### src/rtl/zap_cp15_responder_if.sv
// CPU <-> CP15 coprocessor handshake plus the CPU register-file access port.
// Signal prefixes are from the coprocessor's point of view.
interface zap_cp15_responder_if #(
    parameter int unsigned IDX_W = 6
);
    logic             i_dav;
    logic [31:0]      i_cp_word;
    logic             o_done;
    logic             o_reg_en;
    logic [IDX_W-1:0] o_reg_rd_index;
    logic [31:0]      i_reg_rd_data;
    logic             o_reg_wr;
    logic [IDX_W-1:0] o_reg_wr_index;
    logic [31:0]      o_reg_wr_data;

    modport master (
        output i_dav, i_cp_word, i_reg_rd_data,
        input  o_done, o_reg_en, o_reg_rd_index, o_reg_wr, o_reg_wr_index, o_reg_wr_data
    );

    modport slave (
        input  i_dav, i_cp_word, i_reg_rd_data,
        output o_done, o_reg_en, o_reg_rd_index, o_reg_wr, o_reg_wr_index, o_reg_wr_data
    );
endinterface

### src/rtl/zap_cp15_responder.sv
// CP15 responder: 16-entry control register bank serving MCR/MRC over the
// coprocessor handshake; all other forwarded words are simply acknowledged.
module zap_cp15_responder #(
    parameter int unsigned PHY_REGS   = 46,
    parameter logic [31:0] CPU_ID     = 32'h4107_0000,
    parameter logic [31:0] CTRL_RESET = 32'h0000_0000
) (
    input  logic                  i_clk,
    input  logic                  i_reset_n,
    zap_cp15_responder_if.slave   cp,
    output logic [31:0]           o_ctrl
);

    localparam int unsigned IDX_W = $clog2(PHY_REGS);

    typedef enum logic [2:0] {
        S_IDLE,
        S_RD,
        S_CAP,
        S_WR,
        S_DONE
    } state_t;

    state_t           r_state;
    logic             r_done;
    logic             r_reg_en;
    logic             r_reg_wr;
    logic [IDX_W-1:0] r_rd_index;
    logic [IDX_W-1:0] r_wr_index;
    logic [31:0]      r_wr_data;
    logic [3:0]       r_crn;
    logic [31:0]      r_bank [16];

    // Decode of the incoming word; only used on the IDLE edge that latches it
    logic       w_is_cp15;
    logic       w_l;
    logic [3:0] w_crn;
    logic [3:0] w_rd;
    logic [31:0] w_cp_rdata;
    logic       w_unused_bits;

    assign w_l       = cp.i_cp_word[20];
    assign w_crn     = cp.i_cp_word[19:16];
    assign w_rd      = cp.i_cp_word[15:12];
    assign w_is_cp15 = (cp.i_cp_word[27:24] == 4'b1110) && cp.i_cp_word[4]
                    && (cp.i_cp_word[11:8] == 4'hF);
    assign w_cp_rdata = (w_crn == 4'd0) ? CPU_ID : r_bank[w_crn];

    // Condition, opc1, opc2 and CRm carry no meaning here
    assign w_unused_bits = ^{cp.i_cp_word[31:28], cp.i_cp_word[23:21],
                             cp.i_cp_word[7:5], cp.i_cp_word[3:0]};

    always_ff @(posedge i_clk or negedge i_reset_n) begin
        if (!i_reset_n) begin
            r_state    <= S_IDLE;
            r_done     <= 1'b0;
            r_reg_en   <= 1'b0;
            r_reg_wr   <= 1'b0;
            r_rd_index <= '0;
            r_wr_index <= '0;
            r_wr_data  <= '0;
            r_crn      <= '0;
            for (int i = 0; i < 16; i++) begin
                r_bank[i] <= 32'h0;
            end
            r_bank[1]  <= CTRL_RESET;
        end else begin
            unique case (r_state)
                S_IDLE: begin
                    if (cp.i_dav) begin
                        r_crn <= w_crn;
                        if (!w_is_cp15) begin
                            r_state <= S_DONE;
                            r_done  <= 1'b1;
                        end else if (!w_l) begin
                            r_state    <= S_RD;
                            r_reg_en   <= 1'b1;
                            r_reg_wr   <= 1'b0;
                            r_rd_index <= IDX_W'(w_rd);
                        end else begin
                            // PC as MRC destination is suppressed: no CPU write
                            r_state    <= S_WR;
                            r_reg_en   <= (w_rd != 4'hF);
                            r_reg_wr   <= (w_rd != 4'hF);
                            r_wr_index <= IDX_W'(w_rd);
                            r_wr_data  <= w_cp_rdata;
                        end
                    end
                end
                S_RD: begin
                    r_reg_en <= 1'b0;
                    r_state  <= cp.i_dav ? S_CAP : S_IDLE;
                end
                S_CAP: begin
                    if (!cp.i_dav) begin
                        r_state <= S_IDLE;
                    end else begin
                        if (r_crn != 4'd0) begin
                            r_bank[r_crn] <= cp.i_reg_rd_data;
                        end
                        r_state <= S_DONE;
                        r_done  <= 1'b1;
                    end
                end
                S_WR: begin
                    r_reg_en <= 1'b0;
                    r_reg_wr <= 1'b0;
                    if (!cp.i_dav) begin
                        r_state <= S_IDLE;
                    end else begin
                        r_state <= S_DONE;
                        r_done  <= 1'b1;
                    end
                end
                S_DONE: begin
                    if (!cp.i_dav) begin
                        r_state <= S_IDLE;
                        r_done  <= 1'b0;
                    end
                end
                default: begin
                    r_state  <= S_IDLE;
                    r_done   <= 1'b0;
                    r_reg_en <= 1'b0;
                    r_reg_wr <= 1'b0;
                end
            endcase
        end
    end

    // Strobes are gated with i_dav so a flush cannot leak an access to the CPU
    assign cp.o_reg_en       = r_reg_en & cp.i_dav;
    assign cp.o_reg_wr       = r_reg_wr & cp.i_dav;
    assign cp.o_done         = r_done;
    assign cp.o_reg_rd_index = r_rd_index;
    assign cp.o_reg_wr_index = r_wr_index;
    assign cp.o_reg_wr_data  = r_wr_data;
    assign o_ctrl            = r_bank[1];

endmodule

### src/flat_wrapper.sv
// flat-port wrapper written by rule: the top's interface ports become plain ports
module zap_cp15_responder_flat 
#(
    parameter int unsigned PHY_REGS   = 46,
    parameter logic [31:0] CPU_ID     = 32'h4107_0000,
    parameter logic [31:0] CTRL_RESET = 32'h0000_0000
)
  (i_clk, i_reset_n, o_ctrl, cp_i_dav, cp_i_cp_word, cp_i_reg_rd_data, cp_o_done, cp_o_reg_en, cp_o_reg_rd_index, cp_o_reg_wr, cp_o_reg_wr_index, cp_o_reg_wr_data);
  zap_cp15_responder_if cp_i ();
  input  logic i_clk;
  input  logic i_reset_n;
  output logic [31:0] o_ctrl;
  input wire logic [$bits(cp_i.i_dav)-1:0] cp_i_dav;
  input wire logic [$bits(cp_i.i_cp_word)-1:0] cp_i_cp_word;
  input wire logic [$bits(cp_i.i_reg_rd_data)-1:0] cp_i_reg_rd_data;
  output wire logic [$bits(cp_i.o_done)-1:0] cp_o_done;
  output wire logic [$bits(cp_i.o_reg_en)-1:0] cp_o_reg_en;
  output wire logic [$bits(cp_i.o_reg_rd_index)-1:0] cp_o_reg_rd_index;
  output wire logic [$bits(cp_i.o_reg_wr)-1:0] cp_o_reg_wr;
  output wire logic [$bits(cp_i.o_reg_wr_index)-1:0] cp_o_reg_wr_index;
  output wire logic [$bits(cp_i.o_reg_wr_data)-1:0] cp_o_reg_wr_data;
  assign cp_i.i_dav = cp_i_dav;
  assign cp_i.i_cp_word = cp_i_cp_word;
  assign cp_i.i_reg_rd_data = cp_i_reg_rd_data;
  assign cp_o_done = cp_i.o_done;
  assign cp_o_reg_en = cp_i.o_reg_en;
  assign cp_o_reg_rd_index = cp_i.o_reg_rd_index;
  assign cp_o_reg_wr = cp_i.o_reg_wr;
  assign cp_o_reg_wr_index = cp_i.o_reg_wr_index;
  assign cp_o_reg_wr_data = cp_i.o_reg_wr_data;
  zap_cp15_responder #(.PHY_REGS(PHY_REGS), .CPU_ID(CPU_ID), .CTRL_RESET(CTRL_RESET)) u_core (.i_clk(i_clk), .i_reset_n(i_reset_n), .cp(cp_i), .o_ctrl(o_ctrl));
endmodule
### config.mk
export PLATFORM = sky130hd
export DESIGN_NAME = zap_cp15_responder_flat
export DESIGN_NICKNAME = d
export VERILOG_FILES = /design/src/rtl/zap_cp15_responder_if.sv /design/src/rtl/zap_cp15_responder.sv /design/src/flat_wrapper.sv
export SDC_FILE = /design/constraint.sdc
export NUM_CORES = 1
export LEC_CHECK = 0
export BUFFER_PORTS_ARGS = -buffer_cell sky130_fd_sc_hd__buf_2
export CAP_MARGIN = 20
export CORE_MARGIN = 4
export CORE_UTILIZATION = 50
export DETAILED_ROUTE_END_ITERATION = 10
export GPL_TIMING_DRIVEN = 0
export PLACE_DENSITY = 0.67
export SKIP_CTS_REPAIR_TIMING = 1
export SLEW_MARGIN = 25
export SYNTH_ARGS = -nofsm -noshare
export SYNTH_HDL_FRONTEND = slang
export SYNTH_SLANG_ARGS = --single-unit
### constraint.sdc
create_clock -name i_clk -period 3.8 [get_ports i_clk]
set_input_delay 0.19 -clock i_clk [delete_from_list [all_inputs] [get_ports i_clk]]
set_output_delay 0.19 -clock i_clk [all_outputs]
set_load 0.02 [all_outputs]
==> flow_summary.ini, run 1 <==
[synth]
syn_inst = 1626
syn-cell-area_um2 = 25100
synth_edf_count = 0
synth.yosys.seq_area_share_pct = 56.0
yosys_warnings = 0
async_flop_share_pct = 100
synth_seq_cells = 561
synth_area_per_cell_um2 = 15.4
synth_cell_type_count = 47
ys.flop_type = dfrtp_1

[clock_network]
clockRootBuffer = clkbuf_16
cts.sink_count = 561
insertion_delay_ns = 0.62
clkSlewWorstSetupHoldPaths_ns = 0.06
cts_buffers = 58
cts_tree = yes
clk_path_buf_depth = 3
cts-htree-levels = 2

[worst_setup_path]
worstSetupStartpoint = u_core.r_state[1]
start_kind = flip-flop
timing.rr.start = u_core.r_state[1]
cp_max_fo = 10
rr_worst_depth = 5
arrival_ns = 3.77
crit_type = reg2reg
required_ns = 4.31
end_kind = flip-flop
rr_endpoint = u_core.cp.o_reg_wr_data[12]
critPathCapture = u_core.cp.o_reg_wr_data[12]
ff2ff_setup_slack_ns = 0.54

[global_route]
grt_start_max_net_pins = 99
grt_use_total_pct = 24.9
grt_pass1_vias = 15500
grt_pass1_wl_um = 99800
antenna_found_initial = 2
grt-ovfl-total = 0

[route]
firstDrtPassIters = 7
ant_nets = 0
wl_per_cell_um = 26.0
drc = 0
vias_per_cell = 5.89
drt-initial-drc-count = 1141
drt-total-wl_um = 66700
vias = 15100

[die]
die_y_um = 232
rows = 81
core_um2 = 49300
die_area_um2 = 53800
die_w_um = 232
io_pins = 146
start_util_pct = 50.9

[power_and_ir_drop]
power.density_nw_per_um2 = 414
p_leak_nw = 14.4
vdd_drop_max_mv = 0.346
p_total_mw = 12.0

[hold_path]
hold_class = in2reg
hold_depth = 3

[sta]
hold_viol = 0
slew_viol_final = 0
rsz0062_at_grt = false
finClkSkew_ns = 0.0222
setup_viol = 0
tns_ns = 0
fmax_mhz = 307
fin_ws_ns = 0.543
fin_crit_sh_pct = 85.7
fin_crit_ns = 3.26
slew_headroom_pct = 27.9
tightest_slew_ns = 1.08

[finish]
areaGrowthSynthToFinish_pct = 15.3
postLayoutCellArea_um2 = 28900
finalNetCount = 1924
diodes = 0
finalNonFillerCells = 2561
drive_gt1_share_pct = 49.6

[placement]
dp_hpwl_um = 43400
pre_cts_slack_ns = 0.263
numPortBuffers = 123
finalWeightedCongestion = 0.828
place_inst = 2423
place_area_um2 = 26800

[run_status]
outcome = finished, final reports clean

[flow_run]
cap_violations = 0
==> layout by cell type (no fill, tap or decap), types with 4 or more instances in the layout <==
master / Yosys / layout
a211oi_1: 4 / 4
a21oi_1: 12 / 12
and3_1: 4 / 4
buf_1: 46 / 39
buf_16: 0 / 6
buf_2: 27 / 153
buf_4: 40 / 40
clkbuf_1: 89 / 111
clkbuf_16: 0 / 59
clkbuf_2: 1 / 5
clkbuf_8: 0 / 13
clkinv_2: 0 / 4
conb_1: 1 / 4
dfrtp_1: 561 / 561
dlygate4sd3_1: 0 / 38
inv_1: 6 / 6
mux2_2: 518 / 518
mux2_4: 5 / 5
mux2i_1: 31 / 31
mux4_2: 125 / 125
nand2_1: 22 / 22
nand3_1: 34 / 34
o211ai_1: 27 / 27
o21ai_0: 23 / 23
o21ai_1: 8 / 8
==> critical path, stage by stage, from the launching register on <==
cell      delay (ns)
dfrtp_1         0.39
buf_2           0.19
nor4b_2         0.70
nand4_1         0.89
clkbuf_1        0.64
o211ai_1        0.34
==> state kept, by name, summed over array words and instances (netlist names) <==
name,flops
u_core.cp.o_done,1
u_core.cp.o_reg_wr_index,4
u_core.cp.o_reg_wr_data,32
u_core.r_reg_wr,1
u_core.r_bank,479
u_core.r_state,3
u_core.r_reg_en,1
u_core.o_ctrl,32
u_core.r_crn,4
u_core.cp.o_reg_rd_index,4
==> Yosys cell counts, drive strengths merged, types with 3 or more instances <==
cell type	count	area, um2
mux2	524	5920
nor2b	3	18.8
nand4	3	18.8
mux2i	31	310
nor4	3	18.8
a211oi	4	30.0
and3	4	25.0
clkbuf	90	339
mux4	125	2820
o22a	3	26.3
buf	113	608
nor2	5	26.3
nand3	34	170
o211ai	27	203
o21ai	31	155
inv	6	22.5
nand2	23	93.8
a21oi	12	60.1
dfrtp	561	14000
==> layout make-up <==
class,count,area [um2]
plain buffers,203,957
clock buffers,95,1740
clock inverters,5,28.8
fillers,3885,20300
inverters,7,31.3
multi-input cells,858,10100
flip-flops and latches,561,14000
well taps,664,831
repair buffers,168,1180
==> how the worst min path moves through the flow <==
stage | start | to | slack [ns]
after floorplan | i_reset_n | u_core.cp.o_done | -0.11
after global placement | u_core.r_bank[508] | u_core.r_bank[508] | 0.44
after detailed placement | i_reset_n | u_core.r_bank[228] | 0.23
after CTS | i_reset_n | u_core.r_bank[389] | -0.42
after global routing | cp_i_cp_word[20] | u_core.cp.o_reg_wr_data[16] | 0.03
final | cp_i_cp_word[20] | u_core.cp.o_reg_wr_data[30] | 0.01
==> per-stage QoR <==
stage / hold WS, ns / util, %
finish: 0.0139 / 58.7
global route: 0.0301 / 58.7
CTS: -0.422 / 57.9
detailed placement: 0.232 / 54.3
global placement: 0.435 / 53.9
floorplan: -0.106 / -
==> logic make-up (layout without fill, tap and decap cells) <==
kind of cell | after synthesis | count (layout) | share of synthesized area (%)
flip-flops | 561 | 561 | 56.0
other | 1 | 4 | 0.0149
buffers and inverters | 210 | 478 | 3.90
AND/OR/NAND/NOR | 90 | 90 | 1.95
AO/OA/AOI/OAI | 84 | 84 | 2.12
multiplexers | 680 | 680 | 36.1
==> routing by layer <==
metal	part of all wire [%]	up-vias	global-route usage [%]
met5	0	-	0
met4	2.7	0	6.99
met3	5.9	122	4.76
met2	47	466	38.9
met1	44	8092	36.3
li1	-	6402	-
==> power breakdown <==
| group | leakage, nW | internal (mW) | switching, mW |
|---|---|---|---|
| logic | 5.70 | 0.172 | 0.408 |
| registers | 7.83 | 5.99 | 0.0118 |
| clock network | 0.868 | 3.09 | 2.30 |
No activity file was read; power rests on OpenSTA's default activity.
==> run 2, diff against run 1 <==
- MAX_ROUTING_LAYER: default -> met4
==> run 2 against run 1 <==
  * Wire length barely moved
  * Non-clock buffer count did not move
  * Flip-flop and latch count did not move
  * Die area did not move
  * Clock skew fell by 0.0055 ns
  * Critical endpoint unchanged
  * Sequential share of layout area did not move
  * Clock power barely moved
  * First-iteration DRC count rose by 2.4%
==> flow_summary.ini, run 2 (synthesis results as in run 1) <==
[sta]
rsz0062_at_grt = false
holdWs_ns = 0.0121
hold_viol = 0
fin_crit_sh_pct = 86.3
fin_crit_ns = 3.28
setup_viol = 0
tightest_slew_ns = 1.11
fmax_mhz = 305
finClkSkew_ns = 0.0168
tns_ns = 0
slew_viol_final = 0
slew_headroom_pct = 26.1

[route]
drt-total-wl_um = 66700
ant_nets = 0
drt-initial-drc-count = 1168
vias = 15100
vias_per_cell = 5.91
firstDrtPassIters = 5
wl_per_cell_um = 26.0
drc = 0

[clock_network]
clockRootBuffer = clkbuf_16
insertion_delay_ns = 0.62
cts.sink_count = 561
cts-htree-levels = 2
clkSlewWorstSetupHoldPaths_ns = 0.06
cts_tree = yes
cts_buffers = 58
clk_path_buf_depth = 3

[worst_setup_path]
rr_endpoint = u_core.cp.o_reg_wr_data[12]
cp_max_fo = 10
rr_worst_depth = 5
crit_type = reg2reg
required_ns = 4.31
crit_chain = buf_2 -> nor4b_2 -> nand4_1 -> clkbuf_1 -> o211ai_1
worstSetupStartpoint = u_core.r_state[1]
end_kind = flip-flop
slowest_stage = nand4_1
critPathTopFamily = simple AND/OR/NAND/NOR gates
arrival_ns = 3.79
critPathCapture = u_core.cp.o_reg_wr_data[12]
start_kind = flip-flop
cp_num_buf_inv = 2
timing.rr.start = u_core.r_state[1]
max_stage_delay_ns = 0.92
ff2ff_setup_slack_ns = 0.52
cp.depth = 5

[run_status]
outcome = finished, final reports clean

[global_route]
grt_pass1_wl_um = 99800
grt_use_total_pct = 25.7
grt_pass1_vias = 15500
antenna_found_initial = 2
grt-ovfl-total = 0
grt_start_max_net_pins = 99

[finish]
drive_gt1_share_pct = 49.6
areaGrowthSynthToFinish_pct = 15.3
layout_common_cells = dfrtp_1, mux2_2, buf_2, mux4_2, clkbuf_1
finalNetCount = 1924
diodes = 0
final_common_cell = dfrtp_1
largest-register = u_core.r_bank
largest_reg_flops = 479

[die]
die_w_um = 232
io_pins = 146
core_um2 = 49300
start_util_pct = 50.9
rows = 81
die_y_um = 232
die_area_um2 = 53800

[hold_path]
hp-start = cp_i_cp_word[20]
hold_class = in2reg

[placement]
finalWeightedCongestion = 0.842
dp_hpwl_um = 43400
numPortBuffers = 123

[power_and_ir_drop]
power.density_nw_per_um2 = 414
vdd_drop_max_mv = 0.347
p_leak_nw = 14.4

[flow_run]
cap_violations = 0
[run 2: cell counts in the layout (fill, tap and decap cells not counted)]
Identical to the previous run, type by type.
[run 2: layout make-up]
class,count,area (um2)
plain buffers,203,957
clock buffers,95,1740
clock inverters,5,28.8
fillers,3885,20300
inverters,7,31.3
multi-input cells,858,10100
flip-flops and latches,561,14000
well taps,664,831
repair buffers,168,1180
[run 2: worst min path at each step]
stage / cells past startpoint / slack [ns] / to
5_1_grt: 3 / 0.03 / u_core.cp.o_reg_wr_data[16]
6_report: 3 / 0.01 / u_core.cp.o_reg_wr_data[30]
4_1_cts: 1 / -0.42 / u_core.r_bank[389]
3_5_place_dp: 1 / 0.23 / u_core.r_bank[228]
3_3_place_gp: 1 / 0.44 / u_core.r_bank[508]
2_1_floorplan: 0 / -0.11 / u_core.cp.o_done
[run 2: where the power goes]
| part | internal, mW | total [mW] | switching [mW] |
|---|---|---|---|
| Clock | 3.09 | 5.38 | 2.29 |
| Combinational | 0.172 | 0.580 | 0.408 |
| Sequential | 5.99 | 6.00 | 0.0114 |
[run 2: worst register-to-register path: cells and delay by family, from the launching register on]
family                 cells  cell delay [ns]
AND/OR/NAND/NOR            2             1.61
buffers and inverters      2             0.83
flip-flops                 1             0.39
AO/OA/AOI/OAI              1             0.35
[run 2: routing by layer]
layer	vias up	GRT usage, %	wire length, um
met5	-	-	0
met4	0	6.97	1830
met3	130	4.58	3670
met2	435	38.9	31500
met1	8153	36.4	29600
li1	6411	-	-
[run 2: through the flow]
step / utilization (%) / setup WS, ns / std cells / area (um2) / power (mW)
detailed placement: 54.3 / 0.263 / 2423 / 26800 / 6.66
floorplan: - / 1.49 / 1629 / 25100 / 6.33
CTS: 57.9 / 0.244 / 2523 / 28500 / 12.0
finish: 58.7 / 0.522 / 2561 / 28900 / 12.0
global placement: 53.9 / -8.78 / 2416 / 26500 / 6.63
global route: 58.7 / 0.432 / 2561 / 28900 / 12.4
